<file path="config.mk">
export PLATFORM = sky130hd
export DESIGN_NAME = hazard_ctrl_flat
export DESIGN_NICKNAME = d
export VERILOG_FILES = /design/src/rtl/hazard_ctrl_pkg.sv /design/src/rtl/hazard_ctrl_if.sv /design/src/rtl/hazard_ctrl_perf_cnt.sv /design/src/rtl/hazard_ctrl.sv /design/src/flat_wrapper.sv
export SDC_FILE = /design/constraint.sdc
export NUM_CORES = 1
export LEC_CHECK = 0
export ABC_AREA = 1
export ABC_CLOCK_PERIOD_IN_PS = 4350
export BUFFER_PORTS_ARGS = -buffer_cell sky130_fd_sc_hd__buf_2
export CORE_MARGIN = 4
export CORE_UTILIZATION = 56
export DETAILED_ROUTE_END_ITERATION = 8
export HOLD_SLACK_MARGIN = 0.02
export PLACE_DENSITY = 0.95
export SLEW_MARGIN = 10
export SYNTH_ARGS = -nofsm -noshare
export SYNTH_HDL_FRONTEND = slang
export SYNTH_SLANG_ARGS = --single-unit
</file>
<file path="constraint.sdc">
create_clock -name clk -period 4.35 [get_ports clk]
set_clock_uncertainty 0.15 [all_clocks]
set_input_delay 0.87 -clock clk [delete_from_list [all_inputs] [get_ports clk]]
set_output_delay 0.87 -clock clk [all_outputs]
set_load 0.05 [all_outputs]
</file>
<file path="src/rtl/hazard_ctrl_pkg.sv">
// rtl/hazard_ctrl_pkg.sv - shared opcodes, next-PC select and sequencer state types
package hazard_ctrl_pkg;

  // Opcode field (inst[6:2]) the pipeline inserts for an empty slot; reserved in RV32.
  localparam logic [4:0] BUBBLE_OPCODE = 5'b11111;
  localparam logic [4:0] OP_LOAD       = 5'b00000;
  localparam logic [4:0] OP_FLOAD      = 5'b00001;

  typedef enum logic [2:0] {
    PC_SEQ    = 3'd0,
    PC_BRANCH = 3'd1,
    PC_TRAP   = 3'd2,
    PC_MRET   = 3'd3,
    PC_RESUME = 3'd4,
    PC_HOLD   = 3'd5
  } pc_sel_e;

  typedef enum logic [1:0] {
    ST_RUN   = 2'd0,
    ST_SLEEP = 2'd1,
    ST_WAKE  = 2'd2
  } hz_state_e;

  // A load in EX whose non-x0 destination is read by the instruction in ID.
  function automatic logic is_load_use(
    input logic [4:0] ex_op,
    input logic [4:0] ex_rd,
    input logic [4:0] id_rs1,
    input logic [4:0] id_rs2,
    input logic       use_rs1,
    input logic       use_rs2
  );
    logic is_load;
    is_load = (ex_op == OP_LOAD) || (ex_op == OP_FLOAD);
    return is_load && (ex_rd != 5'd0) &&
           ((use_rs1 && (id_rs1 == ex_rd)) || (use_rs2 && (id_rs2 == ex_rd)));
  endfunction

endpackage

</file>
<file path="src/rtl/hazard_ctrl_if.sv">
// rtl/hazard_ctrl_if.sv - pipeline-status inputs and sequencing outputs of the hazard controller
interface hazard_ctrl_if #(
  parameter int PERF_W = 32
);
  import hazard_ctrl_pkg::*;

  logic              IF_DONE;
  logic              MEM_DONE;
  logic [4:0]        ID_rs1;
  logic [4:0]        ID_rs2;
  logic              ID_use_rs1;
  logic              ID_use_rs2;
  logic [4:0]        EX_op;
  logic [4:0]        EX_rd;
  logic [31:0]       EX_pc;
  logic              EX_mispredict;
  logic              EX_WFI;
  logic              EX_MRET;
  logic              irq_pending;
  logic              irq_en;

  logic              IFID_stall;
  logic              IFID_flush;
  logic              IDEX_stall;
  logic              IDEX_flush;
  logic              EXMEM_flush;
  pc_sel_e           pc_sel;
  logic [31:0]       resume_pc;
  logic              trap_take;
  logic [31:0]       trap_epc;
  logic              wfi_sleep;
  logic [PERF_W-1:0] stall_cnt;
  logic [PERF_W-1:0] flush_cnt;

  modport slave (
    input  IF_DONE, MEM_DONE, ID_rs1, ID_rs2, ID_use_rs1, ID_use_rs2,
    input  EX_op, EX_rd, EX_pc, EX_mispredict, EX_WFI, EX_MRET, irq_pending, irq_en,
    output IFID_stall, IFID_flush, IDEX_stall, IDEX_flush, EXMEM_flush,
    output pc_sel, resume_pc, trap_take, trap_epc, wfi_sleep, stall_cnt, flush_cnt
  );

  modport master (
    output IF_DONE, MEM_DONE, ID_rs1, ID_rs2, ID_use_rs1, ID_use_rs2,
    output EX_op, EX_rd, EX_pc, EX_mispredict, EX_WFI, EX_MRET, irq_pending, irq_en,
    input  IFID_stall, IFID_flush, IDEX_stall, IDEX_flush, EXMEM_flush,
    input  pc_sel, resume_pc, trap_take, trap_epc, wfi_sleep, stall_cnt, flush_cnt
  );

endinterface

</file>
<file path="src/rtl/hazard_ctrl_perf_cnt.sv">
// rtl/hazard_ctrl_perf_cnt.sv - wrapping load-use stall and flush-event counters
module hazard_perf_cnt #(
  parameter int PERF_W = 32
) (
  input  logic              clk,
  input  logic              rst_n,
  input  logic              i_adv,
  input  logic              i_stall_inc,
  input  logic              i_flush_inc,
  output logic [PERF_W-1:0] o_stall_cnt,
  output logic [PERF_W-1:0] o_flush_cnt
);

  localparam logic [PERF_W-1:0] ONE = {{(PERF_W-1){1'b0}}, 1'b1};

  logic [PERF_W-1:0] r_stall_cnt;
  logic [PERF_W-1:0] r_flush_cnt;

  // Count one load-use bubble per global-advance cycle; wraps naturally.
  always_ff @(posedge clk or negedge rst_n) begin
    if (!rst_n) begin
      r_stall_cnt <= '0;
    end else if (i_adv && i_stall_inc) begin
      r_stall_cnt <= r_stall_cnt + ONE;
    end
  end

  // Count one redirect/flush event per global-advance cycle; wraps naturally.
  always_ff @(posedge clk or negedge rst_n) begin
    if (!rst_n) begin
      r_flush_cnt <= '0;
    end else if (i_adv && i_flush_inc) begin
      r_flush_cnt <= r_flush_cnt + ONE;
    end
  end

  assign o_stall_cnt = r_stall_cnt;
  assign o_flush_cnt = r_flush_cnt;

endmodule

</file>
<file path="src/rtl/hazard_ctrl.sv">
// rtl/hazard_ctrl.sv - pipeline stall/flush and next-PC sequencer with WFI sleep and trap entry
module hazard_ctrl
  import hazard_ctrl_pkg::*;
#(
  parameter int PERF_W = 32
) (
  input  logic         clk,
  input  logic         rst_n,
  hazard_ctrl_if.slave bus
);

  hz_state_e   r_state;
  hz_state_e   w_state_nxt;
  logic [31:0] r_resume_pc;
  logic [31:0] w_resume_nxt;

  logic        w_adv;
  logic        w_ex_valid;
  logic        w_load_use;
  logic        w_irq_trap;

  logic        w_ifid_stall;
  logic        w_ifid_flush;
  logic        w_idex_flush;
  logic        w_exmem_flush;
  pc_sel_e     w_pc_sel;
  logic        w_trap_take;
  logic [31:0] w_trap_epc;
  logic        w_wfi_sleep;
  logic        w_stall_inc;
  logic        w_flush_inc;

  assign w_adv      = bus.IF_DONE && bus.MEM_DONE;
  assign w_ex_valid = (bus.EX_op != BUBBLE_OPCODE);
  assign w_load_use = is_load_use(bus.EX_op, bus.EX_rd, bus.ID_rs1, bus.ID_rs2,
                                  bus.ID_use_rs1, bus.ID_use_rs2);
  // A mispredicting instruction is redirected, not trapped, so the branch target wins.
  assign w_irq_trap = bus.irq_pending && bus.irq_en && w_ex_valid && !bus.EX_mispredict;

  // Sequencer state and wake-up PC move only together with the pipeline registers.
  always_ff @(posedge clk or negedge rst_n) begin
    if (!rst_n) begin
      r_state     <= ST_RUN;
      r_resume_pc <= '0;
    end else if (w_adv) begin
      r_state     <= w_state_nxt;
      r_resume_pc <= w_resume_nxt;
    end
  end

  // Priority decision for this cycle; outputs are valid even when the pipe is not advancing.
  always_comb begin
    w_state_nxt   = r_state;
    w_resume_nxt  = r_resume_pc;
    w_ifid_stall  = 1'b0;
    w_ifid_flush  = 1'b0;
    w_idex_flush  = 1'b0;
    w_exmem_flush = 1'b0;
    w_pc_sel      = PC_SEQ;
    w_trap_take   = 1'b0;
    w_trap_epc    = '0;
    w_wfi_sleep   = 1'b0;
    w_stall_inc   = 1'b0;
    w_flush_inc   = 1'b0;
    case (r_state)
      ST_RUN: begin
        if (w_irq_trap) begin
          w_ifid_flush  = 1'b1;
          w_idex_flush  = 1'b1;
          w_exmem_flush = 1'b1;
          w_pc_sel      = PC_TRAP;
          w_trap_take   = 1'b1;
          w_trap_epc    = bus.EX_pc;
          w_flush_inc   = 1'b1;
        end else if (bus.EX_mispredict) begin
          w_ifid_flush = 1'b1;
          w_idex_flush = 1'b1;
          w_pc_sel     = PC_BRANCH;
          w_flush_inc  = 1'b1;
        end else if (bus.EX_MRET) begin
          w_ifid_flush = 1'b1;
          w_idex_flush = 1'b1;
          w_pc_sel     = PC_MRET;
          w_flush_inc  = 1'b1;
        end else if (bus.EX_WFI) begin
          w_ifid_flush = 1'b1;
          w_idex_flush = 1'b1;
          w_flush_inc  = 1'b1;
          w_resume_nxt = bus.EX_pc + 32'd4;
          w_state_nxt  = ST_SLEEP;
        end else if (w_load_use) begin
          w_ifid_stall = 1'b1;
          w_idex_flush = 1'b1;
          w_stall_inc  = 1'b1;
        end
      end
      ST_SLEEP: begin
        w_wfi_sleep  = 1'b1;
        w_ifid_flush = 1'b1;
        w_idex_flush = 1'b1;
        w_pc_sel     = PC_HOLD;
        if (bus.irq_pending) begin
          w_state_nxt = ST_WAKE;
        end
      end
      ST_WAKE: begin
        w_flush_inc = 1'b1;
        w_state_nxt = ST_RUN;
        if (bus.irq_en) begin
          w_ifid_flush  = 1'b1;
          w_idex_flush  = 1'b1;
          w_exmem_flush = 1'b1;
          w_pc_sel      = PC_TRAP;
          w_trap_take   = 1'b1;
          w_trap_epc    = r_resume_pc;
        end else begin
          w_pc_sel = PC_RESUME;
        end
      end
      default: begin
        w_state_nxt = ST_RUN;
      end
    endcase
  end

  hazard_perf_cnt #(
    .PERF_W (PERF_W)
  ) u_perf_cnt (
    .clk         (clk),
    .rst_n       (rst_n),
    .i_adv       (w_adv),
    .i_stall_inc (w_stall_inc),
    .i_flush_inc (w_flush_inc),
    .o_stall_cnt (bus.stall_cnt),
    .o_flush_cnt (bus.flush_cnt)
  );

  assign bus.IFID_stall  = w_ifid_stall;
  assign bus.IFID_flush  = w_ifid_flush;
  assign bus.IDEX_stall  = 1'b0;
  assign bus.IDEX_flush  = w_idex_flush;
  assign bus.EXMEM_flush = w_exmem_flush;
  assign bus.pc_sel      = w_pc_sel;
  assign bus.resume_pc   = r_resume_pc;
  assign bus.trap_take   = w_trap_take;
  assign bus.trap_epc    = w_trap_epc;
  assign bus.wfi_sleep   = w_wfi_sleep;

endmodule
</file>
<file path="src/flat_wrapper.sv">
// flat-port wrapper written by rule: the top's interface ports become plain ports
module hazard_ctrl_flat import hazard_ctrl_pkg::*;
#(
  parameter int PERF_W = 32
)
  (clk, rst_n, bus_IF_DONE, bus_MEM_DONE, bus_ID_rs1, bus_ID_rs2, bus_ID_use_rs1, bus_ID_use_rs2, bus_EX_op, bus_EX_rd, bus_EX_pc, bus_EX_mispredict, bus_EX_WFI, bus_EX_MRET, bus_irq_pending, bus_irq_en, bus_IFID_stall, bus_IFID_flush, bus_IDEX_stall, bus_IDEX_flush, bus_EXMEM_flush, bus_pc_sel, bus_resume_pc, bus_trap_take, bus_trap_epc, bus_wfi_sleep, bus_stall_cnt, bus_flush_cnt);
  hazard_ctrl_if #(.PERF_W(PERF_W)) bus_i ();
  input  logic clk;
  input  logic rst_n;
  input wire logic [$bits(bus_i.IF_DONE)-1:0] bus_IF_DONE;
  input wire logic [$bits(bus_i.MEM_DONE)-1:0] bus_MEM_DONE;
  input wire logic [$bits(bus_i.ID_rs1)-1:0] bus_ID_rs1;
  input wire logic [$bits(bus_i.ID_rs2)-1:0] bus_ID_rs2;
  input wire logic [$bits(bus_i.ID_use_rs1)-1:0] bus_ID_use_rs1;
  input wire logic [$bits(bus_i.ID_use_rs2)-1:0] bus_ID_use_rs2;
  input wire logic [$bits(bus_i.EX_op)-1:0] bus_EX_op;
  input wire logic [$bits(bus_i.EX_rd)-1:0] bus_EX_rd;
  input wire logic [$bits(bus_i.EX_pc)-1:0] bus_EX_pc;
  input wire logic [$bits(bus_i.EX_mispredict)-1:0] bus_EX_mispredict;
  input wire logic [$bits(bus_i.EX_WFI)-1:0] bus_EX_WFI;
  input wire logic [$bits(bus_i.EX_MRET)-1:0] bus_EX_MRET;
  input wire logic [$bits(bus_i.irq_pending)-1:0] bus_irq_pending;
  input wire logic [$bits(bus_i.irq_en)-1:0] bus_irq_en;
  output wire logic [$bits(bus_i.IFID_stall)-1:0] bus_IFID_stall;
  output wire logic [$bits(bus_i.IFID_flush)-1:0] bus_IFID_flush;
  output wire logic [$bits(bus_i.IDEX_stall)-1:0] bus_IDEX_stall;
  output wire logic [$bits(bus_i.IDEX_flush)-1:0] bus_IDEX_flush;
  output wire logic [$bits(bus_i.EXMEM_flush)-1:0] bus_EXMEM_flush;
  output wire logic [$bits(bus_i.pc_sel)-1:0] bus_pc_sel;
  output wire logic [$bits(bus_i.resume_pc)-1:0] bus_resume_pc;
  output wire logic [$bits(bus_i.trap_take)-1:0] bus_trap_take;
  output wire logic [$bits(bus_i.trap_epc)-1:0] bus_trap_epc;
  output wire logic [$bits(bus_i.wfi_sleep)-1:0] bus_wfi_sleep;
  output wire logic [$bits(bus_i.stall_cnt)-1:0] bus_stall_cnt;
  output wire logic [$bits(bus_i.flush_cnt)-1:0] bus_flush_cnt;
  assign bus_i.IF_DONE = bus_IF_DONE;
  assign bus_i.MEM_DONE = bus_MEM_DONE;
  assign bus_i.ID_rs1 = bus_ID_rs1;
  assign bus_i.ID_rs2 = bus_ID_rs2;
  assign bus_i.ID_use_rs1 = bus_ID_use_rs1;
  assign bus_i.ID_use_rs2 = bus_ID_use_rs2;
  assign bus_i.EX_op = bus_EX_op;
  assign bus_i.EX_rd = bus_EX_rd;
  assign bus_i.EX_pc = bus_EX_pc;
  assign bus_i.EX_mispredict = bus_EX_mispredict;
  assign bus_i.EX_WFI = bus_EX_WFI;
  assign bus_i.EX_MRET = bus_EX_MRET;
  assign bus_i.irq_pending = bus_irq_pending;
  assign bus_i.irq_en = bus_irq_en;
  assign bus_IFID_stall = bus_i.IFID_stall;
  assign bus_IFID_flush = bus_i.IFID_flush;
  assign bus_IDEX_stall = bus_i.IDEX_stall;
  assign bus_IDEX_flush = bus_i.IDEX_flush;
  assign bus_EXMEM_flush = bus_i.EXMEM_flush;
  assign bus_pc_sel = bus_i.pc_sel;
  assign bus_resume_pc = bus_i.resume_pc;
  assign bus_trap_take = bus_i.trap_take;
  assign bus_trap_epc = bus_i.trap_epc;
  assign bus_wfi_sleep = bus_i.wfi_sleep;
  assign bus_stall_cnt = bus_i.stall_cnt;
  assign bus_flush_cnt = bus_i.flush_cnt;
  hazard_ctrl #(.PERF_W(PERF_W)) u_core (.clk(clk), .rst_n(rst_n), .bus(bus_i));
endmodule
</file>
## Yosys cells after proc, flatten, opt, wreduce, memory -nomap -nowiden

Index checks and enable logic that the tools add are counted.

| operators by class | value |
|---|---|
| add/sub/neg operators | 3 |
| equal/unequal tests | 11 |
| mux-type cells | 35 |
| bitwise logic cells | 3 |
| reductions and logical operators | 18 |

Operators with widths:

| operator | number |
|---|---|
| adder 32 x 1 -> 32 bit, second input constant | 2 |
| 2-to-1 mux 32 bit | 2 |
| case mux 32 bit (2 select lines) | 1 |
| adder 32 x 3 -> 32 bit, second input constant | 1 |
| 2-to-1 mux 1 bit | 17 |
| 2-to-1 mux 2 bit | 6 |
| AND reduction 6 bit | 2 |
| equality test 5 bit | 2 |
| logical AND 1 bit | 10 |
| != test 2 bit, second input constant | 5 |
| 2-to-1 mux 3 bit | 3 |
| case mux 3 bit (3 select lines) | 1 |
| case mux 1 bit (3 select lines) | 2 |
| equality test 5 x 1 -> 1 bit, second input constant | 1 |
| zero test 5 bit | 1 |
| != test 5 bit, second input constant | 1 |
| nonzero test 5 bit | 1 |
| case mux 1 bit (2 select lines) | 2 |
| case mux 2 bit (2 select lines) | 1 |
| inverter 1 bit | 3 |
| equality test 2 x 1 -> 1 bit, second input constant | 1 |
| equality test 2 bit, second input constant | 1 |
| zero test 2 bit | 1 |
| logical OR 1 bit | 2 |
| zero test 1 bit | 1 |

| storage, ports and cells | value |
|---|---|
| register bits | 98 |
| input port bits | 63 |
| output and inout port bits | 138 |
| word-level logic and storage cells | 74 |

## Logic depth before layout (Yosys ltp)

| logic depth | value |
|---|---|
| depth after elaboration | 11 |
| mapped depth | 12 |
| gate-level depth less buffers | 12 |

## Cells and area by module

Synthesis repeated with hierarchy kept, for this count alone.

| unflattened totals | value |
|---|---|
| cell total of the unflattened synthesis | 945 |
| area total of the unflattened synthesis | 6,632.6 µm² |

Modules (own cells, without submodules):

| module | instances | cells an instance | area each (µm²) | sequential area each (µm²) |
|---|---|---|---|---|
| hazard_perf_cnt | 1 | 438 | 3,590.9 | 1,601.5 |
| hazard_ctrl | 1 | 507 | 3,041.7 | 850.8 |

## Worst setup path before layout

No wires, ideal clock.

| path | value |
|---|---|
| path type | input to output |
| from | input bus_irq_en |
| to | output bus_trap_epc[10] |
| data arrival time | 2,956 ps |
| data required time | 3,330 ps |
| setup slack | 374 ps |
| cell stages on the path | 8 |
| buffers on the path | 3 |
| cell sequence | buf_2 -> nand2_1 -> o21bai_2 -> nor2_2 -> nand2_1 -> clkbuf_1 -> clkbuf_1 -> o21ai_0 |

| between the ends | value |
|---|---|
| cells in the longest elaborated chain, start to end | 5 |
| elaborated cells between the ends (all ways) | 6 |
| those cells by class | mux: 3; reduce/logical: 3 |

RTL lines:

| item | line | text |
|---|---|---|
| from (decl) | flat_wrapper.sv:23 | `input wire logic [$bits(bus_i.irq_en)-1:0] bus_irq_en;` |
| logical AND 1 bit (3 in a row) | hazard_ctrl.sv:38 | `assign w_irq_trap = bus.irq_pending && bus.irq_en && w_ex_valid && !bus.EX_mispredict;` |
| 2-to-1 mux 32 bit | hazard_ctrl.sv:67 | `if (w_irq_trap) begin` |
| case mux 32 bit (2 select lines) (*) | hazard_ctrl.sv:65 | `case (r_state)` |
| to (decl) | flat_wrapper.sv:32 | `output wire logic [$bits(bus_i.trap_epc)-1:0] bus_trap_epc;` |

Mark *: on every way between the ends. The rest lies on a longest branch, timed or not.

## Worst setup path in the final report

| path | value |
|---|---|
| from | register u_core.r_state[0] |
| to | output bus_trap_epc[0] |

| between the ends | value |
|---|---|
| cells in the longest elaborated chain, start to end | 2 |
| elaborated cells between the ends (all ways) | 3 |
| those cells by class | eq/ne: 1; mux: 1; reduce/logical: 1 |

RTL lines:

| item | line | text |
|---|---|---|
| from (decl) | hazard_ctrl.sv:12 | `hz_state_e r_state;` |
| from (signal assigned) | hazard_ctrl.sv:46 | `r_state <= w_state_nxt;` |
| equality test 2 bit / zero test 2 bit (equally long branches) | hazard_ctrl.sv:65 |  |
| case mux 32 bit (2 select lines) (*) | hazard_ctrl.sv:65 |  |

Marks and branches as above.

==> results.py <==
metrics = {
    "outcome": {
        "status": "completed",
    },
    "floorplanning": {
        "die_h_um": 114,
        "core_area_sq_um": 10900,
        "ios": 201,
        "die_x_um": 114,
        "initial_core_util": 0.573,
        "dieArea_sq_um": 12900,
        "rows": 38,
    },
    "logic_synthesis": {
        "synth_async_sr_flop_share": 1.00,
        "ys_top_cells_by_area": "dfrtp_1 39%, nand2_1 16%, xor2_1 7.7%",
        "ys_seq_area_frac": 0.393,
        "yosys.area.top_type_share": 0.393,
        "synthDistinctLibCells": 35,
        "synth_top_flop_cell": "dfrtp_1",
        "yosys_register_bits": 98,
        "synthesis.area_sq_um": 6240,
        "synth_edf_count": 0,
        "yosys.area.top_type": "dfrtp_1",
        "syn_inst": 875,
        "synthesis.area_per_instance_sq_um": 7.13,
        "syn_nets": 941,
        "yosysWarningCount": 0,
    },
    "place": {
        "postPlaceCellArea_sq_um": 7340,
        "dp.cells": 1196,
        "io_buffers": 199,
        "gp_congestion": 0.955,
        "hpwl_um": 13800,
        "place_ws_ns": 0.643,
    },
    "worst_setup_path": {
        "critPathCaptureType": "output pin",
        "r2r_setup_slack_ns": 1.88,
        "cp_max_fo": 29,
        "worstPathArrival_ns": 2.77,
        "r2r_start": "u_core.r_state[0]",
        "start_kind": "flip-flop",
        "critPathLaunch": "u_core.r_state[0]",
        "reg2reg_depth": 8,
        "crit_type": "reg2out",
        "r2r_end": "u_core.u_perf_cnt.o_stall_cnt[20]",
        "crit_required_ns": 3.33,
    },
    "cells_and_area": {
        "fin_nets": 1133,
        "layout.cells.non_filler": 1212,
        "area_growth_pct": 20.5,
        "utilization": 0.691,
        "diodes": 0,
        "stdcell_area_sq_um": 7520,
        "layout-drive-gt1-share": 0.238,
    },
    "power": {
        "internal_power_mw": 1.46,
        "clkPwrFrac": 0.205,
        "leakage_nw": 4.16,
        "power_frac_comb": 0.367,
        "seqPwrFrac": 0.428,
        "swShare": 0.457,
        "ir_drop_mv": 0.411,
        "powerDensity_nw_per_um2": 357,
        "p_switching_mw": 1.23,
        "power_mw": 2.69,
    },
    "detailed_routing": {
        "drtPass1Iterations": 5,
        "drt_iter0_markers": 667,
        "via_per_inst": 5.46,
        "drt_wl_total_um": 17800,
        "drtAntennaViolNets": 0,
        "route.vias.total": 6615,
        "detail_route.wl_per_cell_um": 14.7,
        "drc": 0,
    },
    "hold_path": {
        "min-delay-start": "u_core.u_perf_cnt.o_flush_cnt[4]",
        "hp-class": "reg2reg",
        "hold_path_depth": 1,
        "whs_endpoint": "u_core.u_perf_cnt.o_flush_cnt[4]",
    },
    "global_routing": {
        "antenna_found_initial": 0,
        "grt_pass1_vias": 6140,
        "track_usage": 0.277,
        "grt_max_degree": 79,
        "met2_usage": 0.459,
        "met3_usage": 0.0393,
        "gr-total-overflow": 0,
        "grt_pass1_wl_um": 29400,
        "grt_use_met1": 0.370,
        "grt-busiest-layer": "met2",
    },
    "clock_tree": {
        "cts_setup_buffers": 0,
        "clkLatencyLatePin_ns": 0.37,
        "cts_root_buf": "clkbuf_8",
        "clk_pin_slew_ns": 0.10,
        "cts_sinks": 98,
        "cts_resized": 0,
        "numCtsBuffers": 9,
        "cts_tree": "yes",
        "cts_htree_levels": 3,
        "ctsHoldBuffers": 0,
        "clk_path_buf_depth": 2,
    },
    "timing": {
        "period_needed_ns": 3.79,
        "setup_violations": 0,
        "worst_pin_slew_ns": 1.00,
        "hold_ws_ns": 0.342,
        "fmax_mhz": 264,
        "fin_tns_setup_ns": 0,
        "post-route-period-util": 0.872,
        "grt_setup_unrepaired": "false",
        "finalHoldViolCount": 0,
        "slew_violations": 0,
        "setup_ws_ns": 0.555,
        "max_slew_margin": 0.333,
    },
    "run": {
        "drv_cap": 0,
    },
}
[flip-flops by register name, indices dropped and copies added (netlist names)]
name / cells
u_core.u_perf_cnt.o_flush_cnt: 32
u_core.r_state: 2
u_core.u_perf_cnt.o_stall_cnt: 32
u_core.bus.resume_pc: 32
[cells in the final DEF, fill, tap and decap left out, types with 4 or more instances in the layout]
| master | n |
|---|---|
| clkbuf_8 | 9 |
| nor3_1 | 26 |
| xnor2_1 | 14 |
| nand2_1 | 259 |
| buf_2 | 198 |
| o21ai_0 | 56 |
| dfrtp_1 | 98 |
| nand4_1 | 18 |
| nor2_2 | 17 |
| nor2_1 | 66 |
| inv_2 | 4 |
| nand3b_1 | 5 |
| xor2_1 | 55 |
| nor3_2 | 5 |
| inv_1 | 108 |
| nor4_1 | 9 |
| buf_4 | 6 |
| nand3_1 | 88 |
[final cells by class]
cell class / count / area (sq um)
Tap cell: 140 / 175
Multi-Input combinational cell: 642 / 3260
Inverter: 112 / 420
Clock inverter: 6 / 50.0
Timing Repair Buffer: 204 / 1040
Sequential cell: 98 / 2450
Fill cell: 913 / 3370
Clock buffer: 10 / 128
[cell families (layout without fill, tap and decap cells)]
family	after synthesis	after routing	share of synthesized area
AOI/OAI and AO/OA	64	64	0.0539
xor gates and xnor gates	69	69	0.0968
adders and majority gates	3	3	0.00601
buffers and inverters	135	332	0.0852
DFF	98	98	0.393
other	1	1	0.000601
and+or+nand+nor	505	505	0.365
[metal layers]
metal	share of wire	routed length [um]
met3	0.079	1420
met5	0	0
met2	0.48	8640
met1	0.40	7210
met4	0.031	554
[power by group through the flow]
stage                     logic (mW)  clock network [mW]  registers, mW
after floorplan                0.310                   0           1.56
after global placement         0.970                   0           1.16
after detailed placement       0.988                   0           1.16
after CTS                      0.990               0.564           1.15
after global routing            1.05               0.598           1.17
final                          0.986               0.551           1.15
[worst max-delay path by stage]
stage / slack, ns / to / cells past startpoint
after floorplan: 0.37 / bus_trap_epc[10] / 8
after global placement: 0.83 / bus_trap_epc[24] / 7
after detailed placement: 0.64 / bus_trap_epc[0] / 7
final: 0.56 / bus_trap_epc[0] / 4
after CTS: 0.58 / bus_trap_epc[16] / 4
after global routing: 0.19 / bus_trap_epc[28] / 4
[cell usage after synthesis (9+ instances only)]
library cell / n
nor2_2: 16
o21ai_0: 56
nor2_1: 67
nor3_1: 26
nand4_1: 18
xnor2_1: 14
nor4_1: 9
nand3_1: 88
inv_1: 108
dfrtp_1: 98
nand2_1: 259
xor2_1: 55
clkbuf_1: 14
[critical path, stage by stage, from the launching register on]
cell     delay, ns
dfrtp_1       0.43
nor2_1        0.56
nand2_1       0.68
o21ai_0       0.42
buf_2         0.32
Note: power is estimated with default switching activity, not from simulation.
